**src/rtl/adder_sched.sv**
```systemverilog
// Round-robin scheduler sharing one LSB-first bit-serial adder between
// NUM_REQ requesters. Each granted operand pair is streamed onto the adder,
// the returned sum bits are collected by counting add_en_o pulses, and the
// WIDTH+1-bit result comes back on one tagged response channel.
module adder_sched #(
  parameter int NUM_REQ = 4,
  parameter int WIDTH   = 8,
  parameter int TIMEOUT = 16
) (
  input  logic                       clk,
  input  logic                       rst,
  input  logic [NUM_REQ-1:0]         req_valid,
  output logic [NUM_REQ-1:0]         req_ready,
  input  logic [NUM_REQ*WIDTH-1:0]   req_a,
  input  logic [NUM_REQ*WIDTH-1:0]   req_b,
  output logic                       rsp_valid,
  input  logic                       rsp_ready,
  output logic [$clog2(NUM_REQ)-1:0] rsp_id,
  output logic [WIDTH:0]             rsp_sum,
  output logic                       rsp_err,
  output logic                       add_en_i,
  output logic                       add_in1,
  output logic                       add_in2,
  input  logic                       add_en_o,
  input  logic                       add_out,
  output logic                       err_sticky
);

  localparam int ID_W  = $clog2(NUM_REQ);
  localparam int CNT_W = $clog2(WIDTH + 2);
  localparam int TO_W  = $clog2(TIMEOUT + 1);

  typedef enum logic [1:0] {IDLE, SEND, DRAIN, RESP} state_t;

  state_t             state_reg, state_next;
  logic [ID_W-1:0]    ptr_reg;
  logic [ID_W-1:0]    id_reg;
  logic [WIDTH-1:0]   a_sh_reg, b_sh_reg;
  logic [WIDTH:0]     sum_reg;
  logic [CNT_W-1:0]   bitcnt_reg, rxcnt_reg;
  logic [TO_W-1:0]    drain_cnt_reg;
  logic               err_reg;
  logic               err_sticky_reg;

  logic [WIDTH-1:0]   a_arr [NUM_REQ];
  logic [WIDTH-1:0]   b_arr [NUM_REQ];
  logic               grant_found;
  logic [ID_W-1:0]    grant_idx;
  logic [ID_W-1:0]    cand_idx;

  logic in_op, rx_full, capture, stray, rx_done_next, last_bit, drain_expired;

  // Unpack the flat operand buses into per-requester words.
  genvar gi;
  generate
    for (gi = 0; gi < NUM_REQ; gi++) begin : g_unpack
      assign a_arr[gi] = req_a[gi*WIDTH +: WIDTH];
      assign b_arr[gi] = req_b[gi*WIDTH +: WIDTH];
    end
  endgenerate

  // Pick the first valid requester after the round-robin pointer, with wrap.
  always_comb begin
    grant_found = 1'b0;
    grant_idx   = '0;
    cand_idx    = '0;
    for (int off = 1; off <= NUM_REQ; off++) begin
      cand_idx = ID_W'((int'(ptr_reg) + off) % NUM_REQ);
      if (!grant_found && req_valid[cand_idx]) begin
        grant_found = 1'b1;
        grant_idx   = cand_idx;
      end
    end
  end

  // A pulse is captured only while an operation expects result bits; any
  // other add_en_o is stray and flagged.
  assign in_op         = (state_reg == SEND) || (state_reg == DRAIN);
  assign rx_full       = (rxcnt_reg == CNT_W'(WIDTH + 1));
  assign capture       = in_op && add_en_o && !rx_full;
  assign stray         = add_en_o && !capture;
  // Completion looks at this cycle's capture so a zero-latency adder can go
  // straight to RESP and the response rises at T+WIDTH+2+L.
  assign rx_done_next  = rx_full || (capture && (rxcnt_reg == CNT_W'(WIDTH)));
  assign last_bit      = (bitcnt_reg == CNT_W'(WIDTH));
  assign drain_expired = (drain_cnt_reg == TO_W'(TIMEOUT - 1));

  // State register.
  always_ff @(posedge clk or posedge rst) begin
    if (rst) state_reg <= IDLE;
    else     state_reg <= state_next;
  end

  // Next-state logic.
  always_comb begin
    state_next = state_reg;
    case (state_reg)
      IDLE:    if (grant_found) state_next = SEND;
      SEND:    if (last_bit) state_next = rx_done_next ? RESP : DRAIN;
      DRAIN:   if (rx_done_next || drain_expired) state_next = RESP;
      RESP:    if (rsp_ready) state_next = IDLE;
      default: state_next = IDLE;
    endcase
  end

  // Operand shifting, result collection, counters and error flags.
  always_ff @(posedge clk or posedge rst) begin
    if (rst) begin
      ptr_reg        <= ID_W'(NUM_REQ - 1);
      id_reg         <= '0;
      a_sh_reg       <= '0;
      b_sh_reg       <= '0;
      sum_reg        <= '0;
      bitcnt_reg     <= '0;
      rxcnt_reg      <= '0;
      drain_cnt_reg  <= '0;
      err_reg        <= 1'b0;
      err_sticky_reg <= 1'b0;
    end else begin
      if (state_reg == IDLE && grant_found) begin
        a_sh_reg      <= a_arr[grant_idx];
        b_sh_reg      <= b_arr[grant_idx];
        id_reg        <= grant_idx;
        ptr_reg       <= grant_idx;
        sum_reg       <= '0;
        bitcnt_reg    <= '0;
        rxcnt_reg     <= '0;
        drain_cnt_reg <= '0;
        err_reg       <= 1'b0;
      end
      // Shift in zeros so the extra flush bit drives 0 on both operands.
      if (state_reg == SEND) begin
        a_sh_reg   <= a_sh_reg >> 1;
        b_sh_reg   <= b_sh_reg >> 1;
        bitcnt_reg <= bitcnt_reg + 1'b1;
      end
      if (capture) begin
        sum_reg   <= {add_out, sum_reg[WIDTH:1]};
        rxcnt_reg <= rxcnt_reg + 1'b1;
      end
      if (state_reg == DRAIN) begin
        drain_cnt_reg <= drain_cnt_reg + 1'b1;
        if (!rx_done_next && drain_expired) begin
          err_reg <= 1'b1;
          sum_reg <= '0;
        end
      end
      if (stray) err_sticky_reg <= 1'b1;
    end
  end

  // Output decode from state and held registers.
  always_comb begin
    req_ready = '0;
    if (state_reg == IDLE && grant_found && !rst) req_ready[grant_idx] = 1'b1;
    add_en_i  = (state_reg == SEND);
    add_in1   = (state_reg == SEND) & a_sh_reg[0];
    add_in2   = (state_reg == SEND) & b_sh_reg[0];
    rsp_valid = (state_reg == RESP);
    rsp_id    = rsp_valid ? id_reg : '0;
    rsp_sum   = (rsp_valid && !err_reg) ? sum_reg : '0;
    rsp_err   = rsp_valid & err_reg;
  end

  assign err_sticky = err_sticky_reg;

endmodule
```
**config.mk**
```make
export PLATFORM = sky130hd
export DESIGN_NAME = adder_sched
export DESIGN_NICKNAME = d
export VERILOG_FILES = /design/src/rtl/adder_sched.sv
export SDC_FILE = /design/constraint.sdc
export NUM_CORES = 1
export LEC_CHECK = 0
export ABC_AREA = 1
export CAP_MARGIN = 10
export CORE_MARGIN = 4
export CORE_UTILIZATION = 50
export CTS_CLUSTER_DIAMETER = 100
export CTS_CLUSTER_SIZE = 14
export DETAILED_ROUTE_END_ITERATION = 10
export PLACE_DENSITY = 0.87
export SYNTH_ARGS = -nofsm -noshare
export SYNTH_HDL_FRONTEND = slang
export SYNTH_SLANG_ARGS = --single-unit
```
**constraint.sdc**
```tcl
create_clock -name clk -period 4.5 [get_ports clk]
set_clock_uncertainty 0.15 [all_clocks]
set_input_delay 0.9 -clock clk [delete_from_list [all_inputs] [get_ports clk]]
set_output_delay 0.9 -clock clk [all_outputs]
set_load 0.02 [all_outputs]
```
=== Word level (Yosys, flattened, before mapping) ===
Cells that the tools add are included.

* Register bits: 46
* Input port bits: 73
* Output and inout port bits: 21
* Word-level logic and storage cells: 117

* Add/subtract/negate cells: 7
* Magnitude comparators: 7
* Equal/unequal tests: 11
* Muxes and demuxes: 49
* Bitwise logic cells: 4
* Reductions and logical operators: 28

{| class="wikitable"
|+ Operators with widths
! cell !! count
|-
| two-way mux 8 bit || 8
|-
| two-way mux 9 bit || 5
|-
| binary-select mux 8 bit (select 2 bit) || 2
|-
| two-way mux 2 bit || 9
|-
| two-way mux 4 bit || 4
|-
| less-than comparator 2 x 3 -> 1 bit (second input constant) || 5
|-
| two-way mux 1 bit || 13
|-
| == test 4 bit (second input constant) || 3
|-
| logical AND 1 bit || 12
|-
| two-way mux 5 bit || 2
|-
| adder 4 x 1 -> 4 bit (second input constant) || 2
|-
| binary-select mux 1 bit (select 2 bit) || 4
|-
| logical NOT 1 bit || 8
|-
| one-hot mux 2 bit (4 select lines) || 1
|-
| != test 2 x 1 -> 1 bit (second input constant) || 3
|-
| nonzero test 2 bit || 3
|-
| adder 5 x 1 -> 5 bit (second input constant) || 1
|-
| == test 5 x 4 -> 1 bit (second input constant) || 1
|-
| adder 2 x 1 -> 2 bit (second input constant) || 2
|-
| adder 2 bit (second input constant) || 2
|-
| == test 2 bit (second input constant) || 2
|-
| AND reduction 4 bit || 1
|-
| AND 1 bit || 3
|-
| greater-or-equal comparator 3 bit (second input constant) || 1
|-
| 7 further kinds || 9
|}

=== Logic depth before layout (Yosys ltp) ===
* Word-level depth: 19
* Depth in mapped cells: 18
* Gate-level depth less buffers: 16

=== Worst setup path after synthesis ===
No wires, ideal clock.

* Kind: input-to-output
* Start: input rst
* End: output req_ready[0]
* Data arrival time: 2.680 ns
* Required time: 3.450 ns
* Path slack: 0.770 ns
* Stages: 3
* Path buffers: 0
* Cells stage by stage: inv_1 -> nand2_1 -> nor3_1

* Word-level cells in the longest chain between the ends: 3

{| class="wikitable"
|+ RTL lines
! what !! RTL line !! RTL
|-
| from (decl) || 11 || <nowiki>input logic rst,</nowiki>
|-
| logical NOT 1 bit || 155 || <nowiki>if (state_reg == IDLE && grant_found && !rst) req_ready[grant_idx] = 1'b1;</nowiki>
|-
| logical AND 1 bit || 155 ||
|-
| two-way mux 4 bit || 155 ||
|-
| to (decl) || 13 || <nowiki>output logic [NUM_REQ-1:0] req_ready,</nowiki>
|}

No other way between the ends.

=== Worst setup path in the final report ===
* Start: input req_valid[1]
* End: output req_ready[3]

* Word-level cells in the longest chain between the ends: 17
* Elaborated cells on any way between the ends: 30
* Classes of those cells: order compare (2); mux (19); reduce/logical (9)

{| class="wikitable"
|+ RTL lines
! what !! RTL line !! RTL
|-
| from (decl) || 12 || <nowiki>input logic [NUM_REQ-1:0] req_valid,</nowiki>
|-
| binary-select mux 1 bit (select 2 bit) || 69 || <nowiki>if (!grant_found && req_valid[cand_idx]) begin</nowiki>
|-
| two-way mux 1 bit (not written as such) || 69 ||
|-
| two-way mux 1 bit || 69 ||
|-
| logical NOT 1 bit || 69 ||
|-
| logical AND 1 bit || 69 ||
|-
| two-way mux 1 bit || 69 ||
|-
| logical NOT 1 bit || 69 ||
|-
| logical AND 1 bit || 69 ||
|-
| two-way mux 1 bit || 69 ||
|-
| logical NOT 1 bit || 69 ||
|-
| logical AND 1 bit || 69 ||
|-
| two-way mux 2 bit || 69 ||
|-
| less-than comparator 2 x 3 -> 1 bit (not written as such) / greater-or-equal comparator 2 x 1 -> 1 bit (equally long branches) || 155 ||
|-
| logical AND 1 bit (not written as such) || 155 ||
|-
| two-way mux 1 bit (not written as such) || 155 ||
|-
| demux 1 bit (select 2 bit) || 155 ||
|-
| two-way mux 4 bit (*) || 155 ||
|}

Every way passes the cells marked *; elsewhere a longest branch is shown, timed or not. The select of a mux whose other input is x is not followed.

==> reports/metrics.yaml <==
drt-pass1-iter-count: 4
grt_pass1_vias: 3308
gp_congestion: 0.847
via_per_inst: 5.11
min_from: "err_sticky"
critical_path_class: "input pin to primary output"
grt_pass1_wl_um: 14100
antenna_left: 0
rsz0062_at_grt: "no"
dp_hpwl_um: 6480
yosysSeqAreaShare_pct: 35.1
worstPathMaxFanout: 18
synth_seq_cells: 46
drc: 0
layout_min_cycle_time_ns: 4.22
clock_latency_ns: 0.31
die_area_sq_um: 7940
finalInstanceArea_sq_um: 4340
tightest_slew_ns: 0.637
syn_inst: 502
p_per_area_nw_per_um2: 731
crit_arrival_ns: 3.17
reg2reg_depth: 15
die_width_um: 89.1
setup_viol: 0
status: "completed"
nets: 672
drive_gt1_share_pct: 6.11
grt_start_max_net_pins: 47
port_buffers: 93
clock-sinks: 46
area_growth_pct: 32.1
finalCritPeriodShare_pct: 93.7
cts_tree: "yes"
overflow: 0
rows: 29
cp_cell_sequence: "clkdlybuf4s50_1 > nand2_1 > nand3_1 > nand2_1 > inv_1 > nor2_8 > nand2_1 > o21ai_2 > nor2_2 > nor3_1 > clkdlybuf4s50_1"
ir_drop_mv: 0.675
cts_setup_buffers: 0
yosysWarnings: 0
largest_reg_flops: 9
first_iter_violations: 172
grt_antenna_before_repair: 0
path_clk_slew_ns: 0.09
synth_flop_cell: "dfrtp_1"
max_freq_mhz: 237
numCtsBuffers: 5
drv_cap: 0
holdPathEnd: "err_sticky"
avgSynthCellArea_sq_um: 6.55
synth_edf_count: 0
critPathRequiredTime_ns: 3.45
cts.htree.levels: 2
cts-root-buf: "clkbuf_8"
wirelength_um: 8320
ys_top_cells_by_area: "dfrtp_1 33%, nand2_1 24%, nand3_1 7.8%, inv_1 7.5%, ha_1 4.2%"
utilization_pct: 68.4
cp-start-kind: "input pin"
wire_per_inst_um: 12.5
via_count: 3400
crit_slowest_cell: "clkdlybuf4s50_1"
io-pin-count: 94
yosysUniqueCellTypes: 32
start_util_pct: 51.8
cts_buffer_depth: 2
crit_top_cell: "nand2_1"
leakage_nw: 2.21
max_slew_margin_pct: 57.5
netlist_area_sq_um: 3290
r2r_start: "ptr_reg[0]"
reg2reg_slack_ns: 1.95
yosysTopAreaCell: "dfrtp_1"
hold_viol: 0
grt_use_total_pct: 22.3
core_sq_um: 6350
drv_slew: 0
max_stage_delay_ns: 0.57
synthDominantCellAreaShare_pct: 33.5
min-delay-path-class: "flop to flop"
fin_tns_setup_ns: 0
die_y_um: 89.1
ys_async_sr_fraction_pct: 100
endpoint_kind: "primary output"
syn_nets: 586
hold_depth: 1
ctsHoldBuffers: 0
post_dp_cell_area_sq_um: 4230
fill_cells: 547
antenna_cells: 0
worstReg2RegEnd: "a_sh_reg[0]"
cts_resized: 0
critical path, delay by kind of cell:
family          cells  cell delay, ns
simple gates        7            1.00
buf+inv             3            1.19
compound gates      1            0.08
report_power, final:
part | switching (mW) | internal [mW] | leakage (nW)
Clock | 0.143 | 0.166 | 0.0514
Sequential | 0.106 | 0.582 | 0.593
Combinational | 1.43 | 0.745 | 1.57
how the worst max path moves through the flow:
stage	startpoint	end	slack [ns]
detailed placement	req_valid[1]	req_ready[3]	0.26
CTS	req_valid[1]	req_ready[3]	0.25
floorplan	rst	req_ready[0]	0.77
finish	req_valid[1]	req_ready[3]	0.28
global placement	req_valid[1]	req_ready[2]	0.32
global route	req_valid[1]	req_ready[2]	0.10
kinds of logic (layout without fill, tap and decap cells):
group	Yosys count	after routing	synth area share (%)
xor gates and xnor gates	4	4	1.07
adders and majority gates	11	11	4.19
DFF	46	46	35.1
and+or+nand+nor	301	301	39.3
AOI/OAI and AO/OA	49	49	8.41
buffers and inverters	91	178	11.9
metrics by stage:
stage	cells	worst slack, ns	hold WS (ns)	power (mW)
floorplan	502	0.770	0.299	2.45
global route	666	0.103	0.340	3.55
global placement	658	0.316	0.290	2.79
finish	666	0.281	0.324	3.17
detailed placement	658	0.264	0.301	2.86
CTS	666	0.247	0.325	3.19
layout by cell type (no fill, tap or decap), types with 6 or more instances in the layout:
cell,count
ha_1,11
dfrtp_1,44
a21oi_1,15
nand2_1,213
nor2_1,14
clkdlybuf4s50_1,93
nand3_1,51
o22ai_1,13
o21ai_0,16
inv_1,65
nand2_2,6
layout make-up:
class                      count  area, sq um  share of cell area, %
timing repair buffer          98          968                   22.3
clock inverter                 2         37.5                  0.864
clock buffer                   6         72.6                   1.67
inverter                      72          273                   6.28
tap                           77         96.3                   2.22
sequential                    46         1150                   26.6
multi-input combinational    365         1740                   40.1
per-layer routing:
metal  vias to the layer above  GRT usage [%]  routed length, um  share of wire (%)
met5                         -              0                  0                  0
met4                         0           5.68                155                1.9
met3                        15           4.42                441                5.3
met2                        94           40.3               4320                 52
met1                      1559           27.0               3400                 41
li1                       1732              -                  -                  -
Yosys cell counts, types with 2 or more instances:
master	number
buf_6	3
nor2_1	14
nor2_2	2
a22oi_1	2
inv_2	4
nand2_2	6
o22ai_1	13
clkbuf_1	4
a21oi_1	15
nand2_1	213
nand2_4	4
nand3_1	51
nor3_1	5
ha_1	11
dfstp_2	2
buf_4	4
inv_1	66
dfrtp_1	44
o21ai_0	16
nand4_1	2
xor2_1	3
buf_2	8
(Power assumes the default switching activity.)
